--- config.mk ---
export PLATFORM = sky130hd
export DESIGN_NAME = scroll_msg_buffer
export DESIGN_NICKNAME = d
export VERILOG_FILES = /design/src/rtl/scroll_msg_buffer.sv
export SDC_FILE = /design/constraint.sdc
export NUM_CORES = 1
export LEC_CHECK = 0
export CORE_MARGIN = 5
export CORE_UTILIZATION = 67
export CTS_BUF_LIST = sky130_fd_sc_hd__clkbuf_8
export DETAILED_ROUTE_END_ITERATION = 12
export HOLD_SLACK_MARGIN = 0.03
export PLACE_DENSITY_LB_ADDON = 0.1
export SLEW_MARGIN = 40
export SYNTH_ARGS = -nofsm -noshare
export SYNTH_HDL_FRONTEND = slang
export SYNTH_SLANG_ARGS = --single-unit
--- constraint.sdc ---
create_clock -name clk -period 19.3 [get_ports clk]
set_input_delay 3.86 -clock clk [delete_from_list [all_inputs] [get_ports clk]]
set_output_delay 3.86 -clock clk [all_outputs]
set_load 0.01 [all_outputs]
--- src/rtl/scroll_msg_buffer.sv ---
// Message store plus scrolling 4-character window, decoded to active-low
// seven-segment patterns for the rolling digit driver.
module scroll_msg_buffer #(
  parameter int ADDR_W   = 4,
  parameter int TICK_MAX = 100000000
) (
  input  logic              clk,
  input  logic              rst,
  input  logic              wr_en,
  input  logic [ADDR_W-1:0] wr_addr,
  input  logic [4:0]        wr_char,
  input  logic              len_we,
  input  logic [ADDR_W:0]   len_in,
  input  logic              run,
  output logic [27:0]       seg_bus,
  output logic [ADDR_W-1:0] pos,
  output logic              scroll_tick
);

  localparam int MSG_DEPTH = 1 << ADDR_W;
  localparam int CNT_W     = (TICK_MAX > 2) ? $clog2(TICK_MAX) : 1;
  localparam logic [ADDR_W:0] LEN_MAX  = (ADDR_W+1)'(MSG_DEPTH);
  localparam logic [CNT_W-1:0] CNT_END = CNT_W'(TICK_MAX - 1);

  logic [4:0]        mem [MSG_DEPTH];
  logic [ADDR_W:0]   msg_len;
  logic [CNT_W-1:0]  cnt;
  logic [ADDR_W-1:0] idx1, idx2, idx3;

  function automatic logic [6:0] decode(input logic [4:0] code);
    logic [6:0] s;
    case (code)
      5'h00: s = 7'b1000000;
      5'h01: s = 7'b1111001;
      5'h02: s = 7'b0100100;
      5'h03: s = 7'b0110000;
      5'h04: s = 7'b0011001;
      5'h05: s = 7'b0010010;
      5'h06: s = 7'b0000010;
      5'h07: s = 7'b1111000;
      5'h08: s = 7'b0000000;
      5'h09: s = 7'b0010000;
      5'h0A: s = 7'b0001000;
      5'h0B: s = 7'b0000011;
      5'h0C: s = 7'b1000110;
      5'h0D: s = 7'b0100001;
      5'h0E: s = 7'b0000110;
      5'h0F: s = 7'b0001110;
      5'h11: s = 7'b1000111;
      5'h12: s = 7'b1000001;
      5'h13: s = 7'b0001001;
      5'h14: s = 7'b0001100;
      5'h15: s = 7'b0111111;
      default: s = 7'b1111111;
    endcase
    return s;
  endfunction

  // Increment-and-wrap at the message length; chaining it keeps short
  // messages (length 1..3) repeating across the window.
  function automatic logic [ADDR_W-1:0] next_idx(input logic [ADDR_W-1:0] i,
                                                 input logic [ADDR_W:0]   len);
    logic [ADDR_W-1:0] inc;
    inc = i + 1'b1;
    return (({1'b0, i} + 1'b1) == len) ? '0 : inc;
  endfunction

  assign idx1 = next_idx(pos,  msg_len);
  assign idx2 = next_idx(idx1, msg_len);
  assign idx3 = next_idx(idx2, msg_len);

  always_ff @(posedge clk) begin
    if (rst) begin
      for (int i = 0; i < MSG_DEPTH; i++) mem[i] <= 5'h10;
    end else if (wr_en) begin
      mem[wr_addr] <= wr_char;
    end
  end

  // Length load wins over a coincident terminal count and restarts the step.
  always_ff @(posedge clk) begin
    if (rst) begin
      msg_len     <= '0;
      pos         <= '0;
      cnt         <= '0;
      scroll_tick <= 1'b0;
    end else if (len_we) begin
      msg_len     <= (len_in > LEN_MAX) ? LEN_MAX : len_in;
      pos         <= '0;
      cnt         <= '0;
      scroll_tick <= 1'b0;
    end else if (run && (msg_len != '0)) begin
      if (cnt == CNT_END) begin
        cnt         <= '0;
        pos         <= next_idx(pos, msg_len);
        scroll_tick <= 1'b1;
      end else begin
        cnt         <= cnt + CNT_W'(1);
        scroll_tick <= 1'b0;
      end
    end else begin
      scroll_tick <= 1'b0;
    end
  end

  always_ff @(posedge clk) begin
    if (rst || (msg_len == '0)) begin
      seg_bus <= '1;
    end else begin
      seg_bus <= {decode(mem[pos]), decode(mem[idx1]),
                  decode(mem[idx2]), decode(mem[idx3])};
    end
  end

endmodule

==> flow_summary_export.csv, run 1 <==
group,metric,value,unit
timing,fin_skew,0.0126,ns
synth,ys_types,101,
synth,synth.net_count,1307,
clock_tree,worstSkewPairLatency,0.47,ns
clock_tree,cts_setup_buffers,0,
finish,nets,1310,
power_and_ir_drop,netSwitchingFraction,0.332,
power_and_ir_drop,power.static_leakage,4.34,nW
clock_tree,cts_tree,"done",
critical_path,r2r-start,"pos[0]",
critical_path,cp-end-kind,"flip-flop",
power_and_ir_drop,power_switching,0.000259,W
critical_path,startpoint,"pos[0]",
synth,synth_flop_cell,"edfxtp_1",
hold_path,hold_path_end,"cnt[25]",
power_and_ir_drop,p_per_area,64.9,nW/µm²
floorplan,coreArea,16400,µm²
critical_path,cp_common_cell,"ha_1",
critical_path,reg2reg_slack,9.77,ns
clock_tree,cts_resized,0,
synth,synth_top_cell_by_area,"edfxtp_1",
synth,synth_top_cell_area_share,0.217,
hold_path,hold_start,"cnt[25]",
route,first_pass_iters,7,
critical_path,cp_slowest_cell,"buf_4",
hold_path,hold_class,"reg2reg",
grt,grt_pass1_vias,9600,
critical_path,r2r_end,"seg_bus[5]",
grt,grt_overflow,0,
synth,yosysSeqAreaShare,0.341,
hold_path,hold_depth,2,
route,drt.antenna.violating_nets,0,
synth,synth_edf_count,80,
power_and_ir_drop,seqPwrFrac,0.476,
route,dr_wl_met3,3920,µm
synth,async_flop_share,0,
place,dp_hpwl,24300,µm
route,wirelength,33500,µm
timing,slew_headroom,0.453,
grt,antenna_found_initial,0,
critical_path,crit_required,19.65,ns
power_and_ir_drop,vdd_drop_max,56.1,µV
finish,drive_gt1_frac,0.116,
place,gp_congestion,0.995,
route,vias_per_cell,6.94,
critical_path,reg2regPathDepth,32,
clock_tree,clock_path_buffers,2,
timing,period_minus_slack,9.53,ns
critical_path,slowest_delay,0.51,ns
floorplan,die_y,139,µm
critical_path,start_kind,"flip-flop",
finish,syn_to_final_growth,8.46,%
route,routed-wl-met2,15000,µm
power_and_ir_drop,pwr-share-comb,0.209,
timing,fin_setup_tns,0,ns
synth,syn_area_per_cell,8.83,µm²
synth,synthCells,1256,
critical_path,arrival,9.89,ns
timing,slew_violations,0,
floorplan,fp.dieW,139,µm
finish,diodes,0,
timing,fin_crit_sh,0.494,
timing,tightest_slew,0.815,ns
timing,rsz0062_at_grt,"no",
timing,setup_viol,0,
clock_tree,hold_buffers,0,
power_and_ir_drop,intPower,0.000522,W
finish,final_cell_mix,"134 x nand2_1, 106 x nor2_1, 80 x edfxtp_1",
route,drt_iter0_markers,1485,
floorplan,pin_count,52,
synth,synth_area_leaders,"edfxtp_1 22%, dfxtp_1 12%, mux4_2 5.1%",
route,vias,10400,
finish,utilization,0.733,
synth,ys_seq_elements,149,
route,maxUsedRoutingLayer,"met4",
clock_tree,cts_root_buf,"clkbuf_8",
status,run_status,"finished clean",
floorplan,rows,47,
floorplan,start_util,0.676,
synth,syn_area,11100,µm²
grt,grt_usage,0.341,
clock_tree,cts_sinks,149,
finish,final_common_cell,"nand2_1",
grt,grt_pass1_wl,52700,µm
job,drv_cap,0,
place,numPortBuffers,51,
finish,nFillCells,1189,
route,drc,0,
power_and_ir_drop,power_frac_clock,0.315,
floorplan,die_area,19200,µm²
critical_path,worst-setup-path-type,"reg2reg",
route,wl_per_cell,22.5,µm
clock_tree,cts-htree-levels,4,
timing,final-hold-violation-count,0,
timing,max_freq,0.105,GHz
route,drt-met1-wl,13100,µm
critical_path,critical_path.max_fanout,61,
grt,grt_start_max_net_pins,62,
clock_tree,clk_pin_slew,0.09,ns
synth,yosys_warnings,0,
clock_tree,cts_buffers,17,
==> cells in the mapped netlist (6+ instances only) <==
master    number
mux2i_1       29
or3_1         20
and3_1        18
a311oi_1      13
nand2b_1      18
a211o_1       10
nand2_1      134
ha_1          32
nor3_1        20
and2_1        69
o211ai_1      14
o21a_1         9
a211oi_1      11
o22ai_1       10
a221oi_1      26
dfxtp_1       69
a31oi_1       17
clkbuf_1      43
o221ai_1       9
buf_2         19
xor2_1        21
or2_2         22
a21o_1         8
nor2_1       106
nand4_1       11
buf_1         12
o21ai_0       65
mux4_2        25
nand3_1       62
mux2_2         6
nor2b_1       16
xnor2_1        9
a22oi_1        9
a21oi_1       54
inv_1         32
edfxtp_1      80
==> power groups by stage <==
stage	clock, W	combinational (W)	sequential, W
2_1_floorplan	0	0.000113	0.000368
3_3_place_gp	0	0.000156	0.000377
3_5_place_dp	0	0.000159	0.000377
4_1_cts	0.000246	0.000160	0.000369
5_1_grt	0.000259	0.000176	0.000372
6_report	0.000246	0.000163	0.000372
==> registers in the layout, indices dropped and copies added, names as in the netlist, named ones only <==
name,flops
mem,80
seg_bus,28
cnt,27
msg_len,5
pos,4
scroll_tick,1
==> metrics by stage <==
stage | hold slack [ns] | power, W | area (µm²) | std cells | setup slack [ns]
2_1_floorplan | 0.471 | 0.000480 | 11100 | 1256 | 11.62
3_3_place_gp | 0.487 | 0.000533 | 11600 | 1459 | 10.35
3_5_place_dp | 0.500 | 0.000536 | 11600 | 1459 | 10.04
4_1_cts | 0.512 | 0.000775 | 12000 | 1491 | 10.03
5_1_grt | 0.550 | 0.000808 | 12000 | 1492 | 9.24
6_report | 0.510 | 0.000781 | 12000 | 1492 | 9.77
==> logic make-up after synthesis <==
logic type	after synthesis	share of synthesized area
AO/OA/AOI/OAI	335	0.224
XOR/XNOR	34	0.0295
adder cells (fa/ha/maj)	32	0.0361
buffers and inverters	118	0.0458
flip-flops	149	0.341
multiplexers	63	0.0867
AND/OR/NAND/NOR	525	0.237
==> per-layer routing <==
| layer | GRT usage | vias up |
|---|---|---|
| met1 | 0.460 | 4851 |
| met5 | 0 | - |
| met2 | 0.535 | 721 |
| met4 | 0.150 | 0 |
| met3 | 0.0700 | 120 |
| li1 | - | 4667 |
==> critical path: cells and delay by family (launching register included) <==
| family | cells | cell delay, ns |
|---|---|---|
| flops | 1 | 0.50 |
| buf+inv | 5 | 1.81 |
| xor+xnor | 1 | 0.33 |
| compound gates | 15 | 4.05 |
| fa+ha+maj | 4 | 1.51 |
| simple gates | 7 | 1.16 |
==> how the worst max path moves through the flow <==
stage          depth (start not counted)    endpoint  slack, ns
2_1_floorplan                         38  seg_bus[3]      11.62
3_3_place_gp                          32  seg_bus[3]      10.35
3_5_place_dp                          32  seg_bus[3]      10.04
4_1_cts                               32  seg_bus[3]      10.03
5_1_grt                               32  seg_bus[5]       9.24
6_report                              32  seg_bus[5]       9.77
==> area by class of cell <==
class | instances | area, µm² | area share
Inverter | 36 | 135 | 0.0112
Timing Repair Buffer | 66 | 631 | 0.0524
Clock buffer | 17 | 234 | 0.0194
Clock inverter | 15 | 149 | 0.0124
Sequential cell | 149 | 3780 | 0.315
Multi-Input combinational cell | 989 | 6820 | 0.567
Tap cell | 220 | 275 | 0.0229
No activity file was read; power rests on OpenSTA's default activity.
==> inputs of run 2 (changes only) <==
--- a/config.mk
+++ b/config.mk
@@ -6,7 +6,7 @@
 export NUM_CORES = 1
 export LEC_CHECK = 0
 export CORE_MARGIN = 5
-export CORE_UTILIZATION = 67
+export CORE_UTILIZATION = 57
 export CTS_BUF_LIST = sky130_fd_sc_hd__clkbuf_8
 export DETAILED_ROUTE_END_ITERATION = 12
 export HOLD_SLACK_MARGIN = 0.03
==> constraint.sdc (replaced) <==
create_clock -name clk -period 8.4 [get_ports clk]
set_input_delay 1.68 -clock clk [delete_from_list [all_inputs] [get_ports clk]]
set_output_delay 1.68 -clock clk [all_outputs]
set_load 0.01 [all_outputs]
==> flow_summary_export.csv, run 2 (synthesized netlist as in run 1, its figures left out) <==
group,metric,value,unit
grt,grt_pass1_vias,9170,
finish,largest_register,"mem",
grt,grt_usage,0.306,
finish,top_regs,"mem x80, seg_bus x28, cnt x27",
floorplan,pin_count,52,
route,drc,0,
finish,nets,1314,
timing,max_freq,0.128,GHz
grt,grt_pass1_wl,53100,µm
finish,final_common_cell,"nand2_1",
timing,fin_skew,0.0295,ns
critical_path,cp_slowest_cell,"dfxtp_1",
route,wl_per_cell,22.2,µm
finish,nFillCells,1677,
grt,grt_start_max_net_pins,61,
timing,final-hold-violation-count,0,
timing,setup_viol,0,
critical_path,critical_path.max_fanout,17,
power_and_ir_drop,power_frac_clock,0.330,
place,dp_hpwl,24800,µm
power_and_ir_drop,vdd_drop_max,99.5,µV
floorplan,rows,51,
grt,antenna_found_initial,0,
route,drt.antenna.violating_nets,0,
critical_path,start_kind,"flip-flop",
floorplan,fp.dieW,150,µm
hold_path,hold_class,"reg2reg",
route,first_pass_iters,5,
power_and_ir_drop,power.static_leakage,4.37,nW
power_and_ir_drop,intPower,0.00124,W
route,vias,10100,
timing,tightest_slew,0.877,ns
floorplan,die_area,22400,µm²
clock_tree,cts_sinks,149,
route,vias_per_cell,6.57,
power_and_ir_drop,power_switching,0.000608,W
route,wirelength,34300,µm
grt,grt_overflow,0,
job,drv_cap,0,
finish,largest_reg_flops,80,
clock_tree,cts_buffers,17,
clock_tree,cts_root_buf,"clkbuf_8",
timing,fin_setup_tns,0,ns
critical_path,crit_required,8.77,ns
critical_path,arrival,8.16,ns
clock_tree,clock_path_buffers,2,
critical_path,slowest_delay,0.50,ns
power_and_ir_drop,pwr-share-comb,0.208,
finish,syn_to_final_growth,9.67,%
place,gp_congestion,1.03,
status,run_status,"finished clean",
clock_tree,worstSkewPairLatency,0.48,ns
timing,slew_violations,0,
critical_path,cp-end-kind,"flip-flop",
finish,diodes,0,
power_and_ir_drop,seqPwrFrac,0.463,
clock_tree,clk_pin_slew,0.10,ns
clock_tree,cts_tree,"done",
critical_path,worst-setup-path-type,"reg2reg",
clock_tree,hold_buffers,0,
finish,drive_gt1_frac,0.122,
place,numPortBuffers,51,
floorplan,coreArea,19300,µm²
power_and_ir_drop,netSwitchingFraction,0.330,
power_and_ir_drop,p_per_area,152,nW/µm²
floorplan,die_y,150,µm
floorplan,start_util,0.574,
timing,fin_crit_sh,0.927,
timing,slew_headroom,0.412,
critical_path,reg2reg_slack,0.61,ns
timing,rsz0062_at_grt,"no",
finish,final_cell_mix,"134 x nand2_1, 106 x nor2_1, 80 x edfxtp_1",
timing,period_minus_slack,7.79,ns
timing,whs,0.506,ns
clock_tree,cts-htree-levels,4,
route,drt_iter0_markers,1221,
-- run 2: final timing paths --
path	from	endpoint	cells after the start
worst min-delay path	cnt[25]	cnt[25]	2
worst max-delay path	pos[0]	seg_bus[3]	32
worst min register to register	cnt[25]	cnt[25]	2
worst max register to register	pos[0]	seg_bus[3]	32
-- run 2: cell type report --
| cell class | count | area (µm²) | area share |
|---|---|---|---|
| multi-input cells | 989 | 6840 | 0.563 |
| inverters | 36 | 135 | 0.0111 |
| well taps | 265 | 332 | 0.0273 |
| repair buffers | 70 | 653 | 0.0537 |
| clock buffers | 17 | 234 | 0.0192 |
| flip-flops and latches | 149 | 3780 | 0.311 |
| clock inverters | 15 | 184 | 0.0151 |
-- run 2: worst max-delay path, delay by kind of cell, from the launching register on --
family | cells | cell delay [ns]
compound gates | 13 | 2.93
xor+xnor | 1 | 0.19
fa+ha+maj | 4 | 1.40
buf+inv | 6 | 1.12
flops | 1 | 0.50
mux | 1 | 0.09
simple gates | 7 | 1.44
-- run 2: per-layer routing --
layer / global-route usage / up-vias / part of all wire / wire (µm)
met1: 0.430 / 4760 / 0.42 / 14300
met3: 0.0594 / 84 / 0.10 / 3490
met2: 0.474 / 583 / 0.45 / 15300
met5: 0 / - / 0 / 0
met4: 0.109 / 0 / 0.032 / 1100
li1: - / 4694 / - / -
-- run 2: repair_timing --
action                                  CTS  global route
buffers inserted                          0             2
hold endpoints to repair                  0             0
endpoints found under the setup margin    0             6
resized for setup                         0             3
-- run 2: power groups by stage --
stage	clock network, W	registers, W	logic, W
2_1_floorplan	0	0.000845	0.000259
3_3_place_gp	0	0.000865	0.000370
3_5_place_dp	0	0.000865	0.000370
4_1_cts	0.000617	0.000849	0.000372
5_1_grt	0.000650	0.000854	0.000416
6_report	0.000608	0.000853	0.000383
-- run 2: per-stage QoR --
stage          cell area (µm²)  utilization  power [W]  setup WS, ns  cells
2_1_floorplan            11100            -    0.00110         0.719   1256
3_3_place_gp             11700        0.605    0.00124         0.686   1507
3_5_place_dp             11700        0.606    0.00124         0.530   1507
4_1_cts                  12100        0.627    0.00184         0.495   1539
5_1_grt                  12200        0.629    0.00192        0.0604   1541
6_report                 12200        0.629    0.00184         0.611   1541
==> inputs of run 3 (changes only) <==
--- a/config.mk
+++ b/config.mk
@@ -6,7 +6,7 @@
 export NUM_CORES = 1
 export LEC_CHECK = 0
 export CORE_MARGIN = 5
-export CORE_UTILIZATION = 57
+export CORE_UTILIZATION = 67
 export CTS_BUF_LIST = sky130_fd_sc_hd__clkbuf_8
 export DETAILED_ROUTE_END_ITERATION = 12
 export HOLD_SLACK_MARGIN = 0.03
==> constraint.sdc (replaced) <==
create_clock -name clk -period 9.6 [get_ports clk]
set_input_delay 1.92 -clock clk [delete_from_list [all_inputs] [get_ports clk]]
set_output_delay 1.92 -clock clk [all_outputs]
set_load 0.01 [all_outputs]
==> flow_summary_export.csv, run 3 (synthesized netlist as in run 1, its figures left out) <==
group,metric,value,unit
grt,grt_start_max_net_pins,61,
grt,grt_pass1_vias,9267,
route,first_pass_iters,7,
place,gp_congestion,1.01,
finish,largest_register,"mem",
route,vias,10300,
finish,largest_reg_flops,80,
timing,final-hold-violation-count,0,
status,run_status,"finished clean",
power_and_ir_drop,vdd_drop_max,137,µV
critical_path,setup.worst_path.end,"seg_bus[3]",
timing,slew_violations,0,
power_and_ir_drop,p_per_area,129,nW/µm²
route,drc,0,
power_and_ir_drop,power,0.00154,W
critical_path,worst-setup-path-type,"reg2reg",
power_and_ir_drop,netSwitchingFraction,0.338,
finish,drive_gt1_frac,0.116,
critical_path,cp_slowest_cell,"dfxtp_1",
floorplan,die_y,139,µm
route,vias_per_cell,6.88,
grt,antenna_found_initial,0,
critical_path,crit_required,9.97,ns
timing,tightest_slew,0.815,ns
critical_path,r2r-start,"pos[0]",
timing,rsz0062_at_grt,"no",
clock_tree,cts_resized,0,
clock_tree,cts_sinks,149,
finish,top_regs,"mem x80, seg_bus x28, cnt x27",
place,numPortBuffers,51,
clock_tree,hold_buffers,0,
floorplan,fp.dieW,139,µm
critical_path,start_kind,"flip-flop",
grt,grt_usage,0.337,
critical_path,reg2regPathDepth,32,
power_and_ir_drop,seqPwrFrac,0.484,
finish,syn_to_final_growth,8.19,%
floorplan,pin_count,52,
timing,max_freq,0.114,GHz
critical_path,arrival,9.11,ns
finish,final_common_cell,"nand2_1",
route,drt.antenna.violating_nets,0,
clock_tree,worstSkewPairLatency,0.47,ns
grt,grt_overflow,0,
floorplan,rows,47,
critical_path,critical_path.max_fanout,43,
job,drv_cap,0,
critical_path,reg2reg_slack,0.87,ns
critical_path,cp-end-kind,"flip-flop",
floorplan,start_util,0.676,
timing,fin_setup_tns,0,ns
timing,whs,0.523,ns
power_and_ir_drop,pwr-share-comb,0.212,
clock_tree,cts_buffers,17,
power_and_ir_drop,power_switching,0.000522,W
power_and_ir_drop,power.static_leakage,4.33,nW
hold_path,hold_class,"reg2reg",
finish,diodes,0,
clock_tree,cts_setup_buffers,0,
critical_path,cp_common_cell,"ha_1",
critical_path,r2r_end,"seg_bus[3]",
clock_tree,clock_path_buffers,2,
finish,nets,1310,
timing,slew_headroom,0.454,
power_and_ir_drop,power_frac_clock,0.304,
place,dp_hpwl,24100,µm
finish,final_cell_mix,"134 x nand2_1, 106 x nor2_1, 80 x edfxtp_1",
clock_tree,clk_pin_slew,0.10,ns
clock_tree,cts_tree,"done",
timing,fin_crit_sh,0.910,
timing,fin_skew,0.0183,ns
clock_tree,cts-htree-levels,4,
grt,grt_pass1_wl,51900,µm
critical_path,slowest_delay,0.50,ns
route,drt_iter0_markers,1538,
clock_tree,cts_root_buf,"clkbuf_8",
critical_path,startpoint,"pos[0]",
power_and_ir_drop,intPower,0.00102,W
timing,period_minus_slack,8.73,ns
route,wl_per_cell,22.1,µm
route,wirelength,32900,µm
floorplan,die_area,19200,µm²
timing,setup_viol,0,
floorplan,coreArea,16400,µm²
-- run 3: cell types whose count changed in the layout (fill, tap and decap cells not counted), moves of 2 or more --
| cell | delta |
|---|---|
| buf_4 | -5 |
| inv_4 | +4 |
| bufinv_16 | -2 |
| clkinv_2 | +2 |
| clkinv_4 | -2 |
| ha_1 | +2 |
| ha_2 | -2 |
| inv_6 | -2 |
-- run 3: worst min path at each step --
stage,cells past startpoint,startpoint,to,slack [ns]
after floorplan,2,cnt[25],cnt[25],0.47
after global placement,2,cnt[19],cnt[19],0.49
after detailed placement,2,cnt[25],cnt[25],0.50
after CTS,2,cnt[25],cnt[25],0.52
after global routing,2,cnt[17],cnt[17],0.56
final,2,cnt[25],cnt[25],0.52
-- run 3: cell type report --
class,instances,area [µm²]
clock inverters,15,119
repair buffers,66,631
clock buffers,17,234
inverters,36,135
well taps,220,275
fillers,1219,4400
flip-flops and latches,149,3780
multi-input cells,989,6820
-- run 3: power by group through the flow --
stage | clock network, W | logic [W] | registers, W
2_1_floorplan | 0 | 0.000227 | 0.000739
3_3_place_gp | 0 | 0.000317 | 0.000758
3_5_place_dp | 0 | 0.000319 | 0.000758
4_1_cts | 0.000470 | 0.000321 | 0.000743
5_1_grt | 0.000501 | 0.000357 | 0.000748
6_report | 0.000469 | 0.000327 | 0.000748
-- run 3: layer usage --
metal | vias up | routed length (µm) | global-route usage
met1 | 4759 | 12600 | 0.456
met5 | - | 0 | 0
met2 | 716 | 14600 | 0.518
met3 | 128 | 4240 | 0.0876
li1 | 4664 | - | -
met4 | 0 | 1510 | 0.142
-- run 3: worst max-delay path, delay by kind of cell, from the launching register on --
family	cells	cell delay [ns]
AO/OA/AOI/OAI	13	3.97
adder cells (fa/ha/maj)	4	1.34
buffers and inverters	5	1.24
XOR/XNOR	1	0.28
flip-flops	1	0.50
AND/OR/NAND/NOR	8	1.19
multiplexers	1	0.10
-- run 3: metrics by stage --
stage	instances	instance area [µm²]	util	worst slack, ns
2_1_floorplan	1256	11100	-	1.92
3_3_place_gp	1459	11600	0.708	1.38
3_5_place_dp	1460	11600	0.710	1.15
4_1_cts	1492	12000	0.732	1.07
5_1_grt	1492	12000	0.732	0.211
6_report	1492	12000	0.732	0.865
